--- src/rtl/shift_chain_pkg.sv ---
// ============================================================================
// Module   : shift_chain_pkg
// Purpose  : Shared state encoding and default chain depth for chain sequencers.
// Revision : 1.0
// ============================================================================
`default_nettype none

package shift_chain_pkg;
  localparam int DEFAULT_LENGTH = 8;

  typedef enum logic [1:0] {
    IDLE  = 2'd0,
    SHIFT = 2'd1,
    DONE  = 2'd2,
    CLEAR = 2'd3
  } state_t;
endpackage

`default_nettype wire

--- src/rtl/shift_bit_cnt.sv ---
// ============================================================================
// Module   : shift_bit_cnt
// Purpose  : Modulo-LENGTH bit counter with clear, enable and terminal count.
// Revision : 1.0
// ============================================================================
`default_nettype none

module shift_bit_cnt #(
  parameter int LENGTH = 8
) (
  input  logic i_clk,
  input  logic i_rst,
  input  logic i_clr,
  input  logic i_en,
  output logic o_tc
);
  localparam int CNT_W = (LENGTH > 1) ? $clog2(LENGTH) : 1;
  localparam logic [CNT_W-1:0] C_LAST = CNT_W'(LENGTH - 1);

  logic [CNT_W-1:0] cnt_q, cnt_d;

  always_comb begin
    cnt_d = cnt_q;
    if (i_clr) begin
      cnt_d = '0;
    end else if (i_en) begin
      cnt_d = (cnt_q == C_LAST) ? '0 : cnt_q + CNT_W'(1);
    end
  end

  always_ff @(posedge i_clk or posedge i_rst) begin
    if (i_rst) begin
      cnt_q <= '0;
    end else begin
      cnt_q <= cnt_d;
    end
  end

  assign o_tc = (cnt_q == C_LAST);
endmodule

`default_nettype wire

--- src/rtl/shift_chain_ctrl.sv ---
// ============================================================================
// Module   : shift_chain_ctrl
// Purpose  : Shifts a parallel word MSB-first into a serial chain and returns
//            the displaced previous contents; also issues chain-clear pulses.
// Revision : 1.0
// ============================================================================
`default_nettype none

module shift_chain_ctrl
  import shift_chain_pkg::*;
#(
  parameter int LENGTH = DEFAULT_LENGTH
) (
  input  logic              i_clk,
  input  logic              i_rst,
  input  logic              i_wr_valid,
  input  logic [LENGTH-1:0] i_wr_data,
  output logic              o_wr_ready,
  output logic              o_rd_valid,
  output logic [LENGTH-1:0] o_rd_data,
  input  logic              i_rd_ready,
  input  logic              i_clr,
  output logic              o_sr_en,
  output logic              o_sr_din,
  input  logic              i_sr_dout,
  output logic              o_sr_clr
);
  state_t            state_q, state_d;
  logic [LENGTH-1:0] word_q, word_d;
  logic [LENGTH-1:0] cap_q, cap_d;
  logic              sr_en_q, sr_en_d;
  logic              sr_din_q, sr_din_d;
  logic              sr_clr_q, sr_clr_d;
  logic              rd_valid_q, rd_valid_d;
  logic [LENGTH-1:0] rd_data_q, rd_data_d;
  logic              cnt_tc;

  shift_bit_cnt #(
    .LENGTH(LENGTH)
  ) u_bit_cnt (
    .i_clk(i_clk),
    .i_rst(i_rst),
    .i_clr(state_q == IDLE),
    .i_en (state_q == SHIFT),
    .o_tc (cnt_tc)
  );

  always_comb begin
    state_d = state_q;
    word_d  = word_q;
    cap_d   = cap_q;
    unique case (state_q)
      IDLE: begin
        if (i_clr) begin
          state_d = CLEAR;
        end else if (i_wr_valid) begin
          state_d = SHIFT;
          word_d  = i_wr_data;
        end
      end
      SHIFT: begin
        // Rotating keeps the outgoing bit at the MSB and restores the word after LENGTH shifts.
        word_d = {word_q[LENGTH-2:0], word_q[LENGTH-1]};
        cap_d  = {cap_q[LENGTH-2:0], i_sr_dout};
        if (cnt_tc) state_d = DONE;
      end
      DONE: begin
        if (i_rd_ready) state_d = IDLE;
      end
      CLEAR: state_d = IDLE;
      default: state_d = IDLE;
    endcase

    // Outputs are computed from next-state values so they can be registered without lag.
    sr_en_d    = (state_d == SHIFT);
    sr_din_d   = (state_d == SHIFT) && word_d[LENGTH-1];
    sr_clr_d   = (state_d == CLEAR);
    rd_valid_d = (state_d == DONE);
    rd_data_d  = rd_valid_d ? cap_d : '0;
  end

  always_ff @(posedge i_clk or posedge i_rst) begin
    if (i_rst) begin
      state_q    <= IDLE;
      word_q     <= '0;
      cap_q      <= '0;
      sr_en_q    <= 1'b0;
      sr_din_q   <= 1'b0;
      sr_clr_q   <= 1'b0;
      rd_valid_q <= 1'b0;
      rd_data_q  <= '0;
    end else begin
      state_q    <= state_d;
      word_q     <= word_d;
      cap_q      <= cap_d;
      sr_en_q    <= sr_en_d;
      sr_din_q   <= sr_din_d;
      sr_clr_q   <= sr_clr_d;
      rd_valid_q <= rd_valid_d;
      rd_data_q  <= rd_data_d;
    end
  end

  assign o_wr_ready = (state_q == IDLE) && !i_clr;
  assign o_rd_valid = rd_valid_q;
  assign o_rd_data  = rd_data_q;
  assign o_sr_en    = sr_en_q;
  assign o_sr_din   = sr_din_q;
  assign o_sr_clr   = sr_clr_q;
endmodule

`default_nettype wire
--- config.mk ---
export PLATFORM = sky130hd
export DESIGN_NAME = shift_chain_ctrl
export DESIGN_NICKNAME = d
export VERILOG_FILES = /design/src/rtl/shift_chain_pkg.sv /design/src/rtl/shift_bit_cnt.sv /design/src/rtl/shift_chain_ctrl.sv
export SDC_FILE = /design/constraint.sdc
export NUM_CORES = 1
export LEC_CHECK = 0
export CORE_UTILIZATION = 55
export CTS_BUF_LIST = sky130_fd_sc_hd__clkbuf_4 sky130_fd_sc_hd__clkbuf_8
export CTS_CLUSTER_SIZE = 16
export DETAILED_ROUTE_END_ITERATION = 8
export DONT_BUFFER_PORTS = 1
export PLACE_DENSITY = 0.79
export RECOVER_POWER = 50
export SLEW_MARGIN = 20
export SYNTH_ARGS = -nofsm -noshare
export SYNTH_HDL_FRONTEND = slang
export SYNTH_SLANG_ARGS = --single-unit
--- constraint.sdc ---
create_clock -name i_clk -period 1.7 [get_ports i_clk]
set_input_delay 0.17 -clock i_clk [delete_from_list [all_inputs] [get_ports i_clk]]
set_output_delay 0.17 -clock i_clk [all_outputs]
set_load 0.1 [all_outputs]
Word level (Yosys, flattened, before mapping). Cells that the tools add are included.

Add/subtract/negate cells: 1. Eq/ne operators: 9. Multiplexer cells: 13. Reduce and logical (&&, ||, !) cells: 6.

Operator list (count): 8-bit two-way mux (4); 8-bit case mux with 2 select lines (1); 3-bit two-way mux (3); 2-bit equality test, second input constant (4); 2-bit two-way mux (4); 2-bit case mux with 4 select lines (1); 2-bit by 1-bit equality test with 1-bit output, second input constant (2); 2-bit != test, second input constant (2); 3-bit by 1-bit adder with 3-bit output, second input constant (1); 3-bit equality test, second input constant (1); 3-bit AND reduction (1); 1-bit logical AND (2); 2-bit logical NOT (1); 2-bit nonzero test (1); 1-bit logical NOT (1).

Bits in registers: 33. Bits of input ports: 14. Output and inout bits: 13. Logic and storage cells: 39.

Longest topological paths before layout.
Word-level depth: 5. Depth in mapped cells: 5. Mapped depth without buffers: 5.

Hierarchy. From an unflattened synthesis, not the netlist that was laid out.

Cell total of the unflattened synthesis: 129. Area, all modules: 1388.8 µm².

By module, submodules not included: shift_chain_ctrl (times used 1, cells an instance 115, area an instance 1228.7 µm², seq. area each 750.7 µm²); shift_bit_cnt (times used 1, cells an instance 14, area an instance 160.2 µm², seq. area each 75.1 µm²).

Worst setup path before layout. No wires, ideal clock.

Kind: flip-flop to output port. From: register state_q[0]. To: output port o_wr_ready. Arrival: 2.781 ns. Data required time: 1.530 ns. Path slack: -1.251 ns. Stages on the path, launching flop included: 4. Path buffers: 2. Cells stage by stage: dfrtp_1 > buf_2 > buf_4 > nor3_1.

Cells in the longest elaborated chain, start to end: 2.

Ends and longest elaborated chain: start, declared (line shift_chain_ctrl.sv:28) `state_t state_q, state_d;`; start signal, assigned (line shift_chain_ctrl.sv:93) `state_q <= state_d;`; 2-bit logical NOT (line shift_chain_ctrl.sv:104) `assign o_wr_ready = (state_q == IDLE) && !i_clr;`; 1-bit logical AND (line shift_chain_ctrl.sv:104); end, declared (line shift_chain_ctrl.sv:18) `output logic o_wr_ready,`.

No other way between the ends.

Final worst setup path.
From: register state_q[1]. To: output port o_wr_ready.

Same word-level chain as after synthesis.

==> reports/qor.yml <==
logic_synthesis:
  synth-seq-area-share_pct: 59.5
  synth.area.mux_share_pct: 6.13
  synth_fa_ha_area_share_pct: 1.80
  synth-seq-cells: 33
  synthCells: 114
  synth-xor-area-share_pct: 0
  synth_area_mm2: 0.00139
  synth-simple-area-share_pct: 12.8
  syn-mean-instance-area_um2: 12.2
  synth_warnings: 0
  synth_compound_area_share_pct: 14.6
  synth_nets: 130
  synth_top_family_by_area: "compound AO/OA/AOI/OAI gates"
  ys_types: 26
global_routing:
  met1_usage_pct: 24.5
  antenna_found_initial: 0
  gr-usage-met2_pct: 32.5
  grt_use_total_pct: 21.2
  grt.busiest_layer: "met2"
  grt_start_max_net_pins: 34
  first_global_vias: 877
  grt-ovfl-total: 0
  grt_pass1_wl_um: 3840
  grt_util_met3_pct: 10.4
power:
  power_mw: 3.20
  power_leakage_nw: 0.833
  p_per_area_mw_per_mm2: 1980
  ir_drop_v: 0.00126
timing:
  setup_violations: 0
  skew_ps: 3.59
  worst_slack_ps: 172
  fmax_ghz: 0.655
  fin_tns_setup_ps: 0
  final_max_slew_viol_count: 0
  min_period_ps: 1530
  fin_crit_sh_pct: 89.9
  maxSlewHeadroom_pct: 47.9
  rsz0062_at_grt: "false"
  worstMarginPinSlew_ps: 781
  finalHoldViolations: 0
finish:
  antenna_cells: 0
  seqCellArea_um2: 826
  stdcell_count: 165
  drive_gt1_share_pct: 23.4
  syn2layout_area_growth_pct: 16.2
  fin_area_mm2: 0.00161
  num-fill-cells: 181
  multi_input_area_um2: 502
  final_nets: 152
setup_path:
  end_kind: "output port"
  cp.arrival_ps: 1360
  crit_type: "reg -> out"
  worst_ep_required_time_ps: 1530
  cp_max_fo: 21
  start_kind: "register"
cts:
  h-tree-depth: 2
  numCtsBuffers: 5
  cts-root-buf: "clkbuf_4"
  cts_buffer_depth: 2
  cts_tree: "done"
  clkTransAtPathRegs_ps: 90
  cts_setup_buffers: 0
  clock_latency_ps: 320
  cts.sinks: 33
place:
  io_buffers: 0
  dp_cells: 154
  preCtsSetupSlack_ps: 295
  dp_hpwl_um: 1570
  dpl-instance-area_mm2: 0.00154
  routabilityCongestion: 0.729
route:
  post-route-drc-count: 0
  postRouteAntennaNets: 0
  drtPass1Iterations: 6
  post_drt_wl_per_cell_um: 13.9
  detail_route.iter0.violations: 17
  via_per_inst: 5.31
  vias: 876
  routed_wirelength_um: 2290
floorplanning:
  dieArea_mm2: 0.00273
  ioPinCount: 27
  initial_core_util_pct: 60.5
  dieHeight_um: 52.3
  fp.coreArea_mm2: 0.00230
  rows: 17
  die_w_um: 52.3
status:
  status: "finished, final reports clean"
run:
  drv_cap: 0
worst_hold_path:
  hold_class: "in -> reg"
## cells in the final DEF (no fill, tap or decap), drive strengths merged
cell	count
a21o	1
a21oi	3
a22oi	9
and2b	3
buf	12
clkbuf	12
clkinv	2
dfrtp	33
dlygate4sd3	3
ha	2
inv	9
mux2	1
mux2i	7
nand2	4
nand2b	4
nand3b	1
nor2	8
nor2b	8
nor3	2
nor3b	1
o21ai	2
o21bai	2
o2bb2ai	8
## flip-flops by register name, indices dropped and copies added, names as in the netlist
| register | count |
|---|---|
| cap_q | 8 |
| state_q | 2 |
| u_bit_cnt.cnt_q | 3 |
| o_sr_en | 1 |
| o_rd_valid | 1 |
| o_rd_data | 8 |
| o_sr_din | 1 |
| word_q | 8 |
| o_sr_clr | 1 |
## final timing paths
check / slack, ps / to / depth (start not counted) / start
worst max register to register: 300 / o_rd_valid / 4 / u_bit_cnt.cnt_q[0]
worst min-delay path: 80 / state_q[0] / 2 / i_clr
worst min register to register: 500 / word_q[3] / 1 / word_q[3]
max in group asynchronous: 700 / word_q[2] / 3 / i_rst
min in group asynchronous: 500 / o_rd_valid / 3 / i_rst
worst max-delay path: 170 / o_wr_ready / 3 / state_q[1]
## worst max-delay path, cell delays in order, from the launching register on
cell     delay, ps
dfrtp_1        400
buf_4          220
nor3_4         210
buf_12         200
## metal layers
metal,vias to the layer above,share of wire (%)
met5,-,0
met4,0,0.70
met3,2,5.1
met2,22,50
met1,422,45
li1,430,-
## cell families after synthesis
| logic type | Yosys count |
|---|---|
| mux | 8 |
| fa+ha+maj | 2 |
| simple gates | 31 |
| flops | 33 |
| compound gates | 25 |
| buf+inv | 15 |
## Yosys cell counts
library cell | n | area, um2
dfrtp_1 | 33 | 826
inv_1 | 9 | 33.8
a22oi_1 | 8 | 60.1
nor2_1 | 8 | 30.0
o2bb2ai_1 | 8 | 70.1
mux2i_1 | 7 | 70.1
nor2b_1 | 6 | 37.5
buf_2 | 4 | 20.0
nand2_1 | 4 | 15.0
nand2b_1 | 4 | 25.0
a21oi_1 | 3 | 15.0
and2b_1 | 3 | 22.5
ha_1 | 2 | 25.0
nor3_1 | 2 | 10.0
o21ai_0 | 2 | 10.0
a21o_1 | 1 | 7.51
a22oi_4 | 1 | 21.3
buf_4 | 1 | 7.51
buf_6 | 1 | 11.3
mux2_4 | 1 | 15.0
nand3b_1 | 1 | 7.51
nor2b_2 | 1 | 8.76
nor2b_4 | 1 | 13.8
nor3b_1 | 1 | 7.51
o21bai_1 | 1 | 7.51
o21bai_2 | 1 | 11.3
## cell type report
| cell class | instances | area share (%) |
|---|---|---|
| Clock inverter | 2 | 0.620 |
| Inverter | 9 | 2.09 |
| Timing Repair Buffer | 21 | 10.1 |
| Multi-Input combinational cell | 66 | 31.1 |
| Clock buffer | 6 | 2.79 |
| Sequential cell | 33 | 51.2 |
| Tap cell | 28 | 2.17 |
## what timing repair did
action	CTS	global route
resized for setup	0	0
hold endpoints to repair	34	1
hold buffers	2	1
## report_power, final
group	internal [mW]	switching, mW	total, mW
Clock	0.173	0.246	0.419
Combinational	0.524	1.06	1.59
Sequential	1.06	0.132	1.20
## metrics by stage
| stage | utilization [%] | hold slack [ps] |
|---|---|---|
| finish | 70.3 | 83.3 |
| global route | 70.3 | 59.7 |
| CTS | 70.5 | 2.47 |
| detailed placement | 67.2 | 175 |
| global placement | 67.2 | 165 |
| floorplan | - | 299 |
Power figures use the tool's default switching activity.
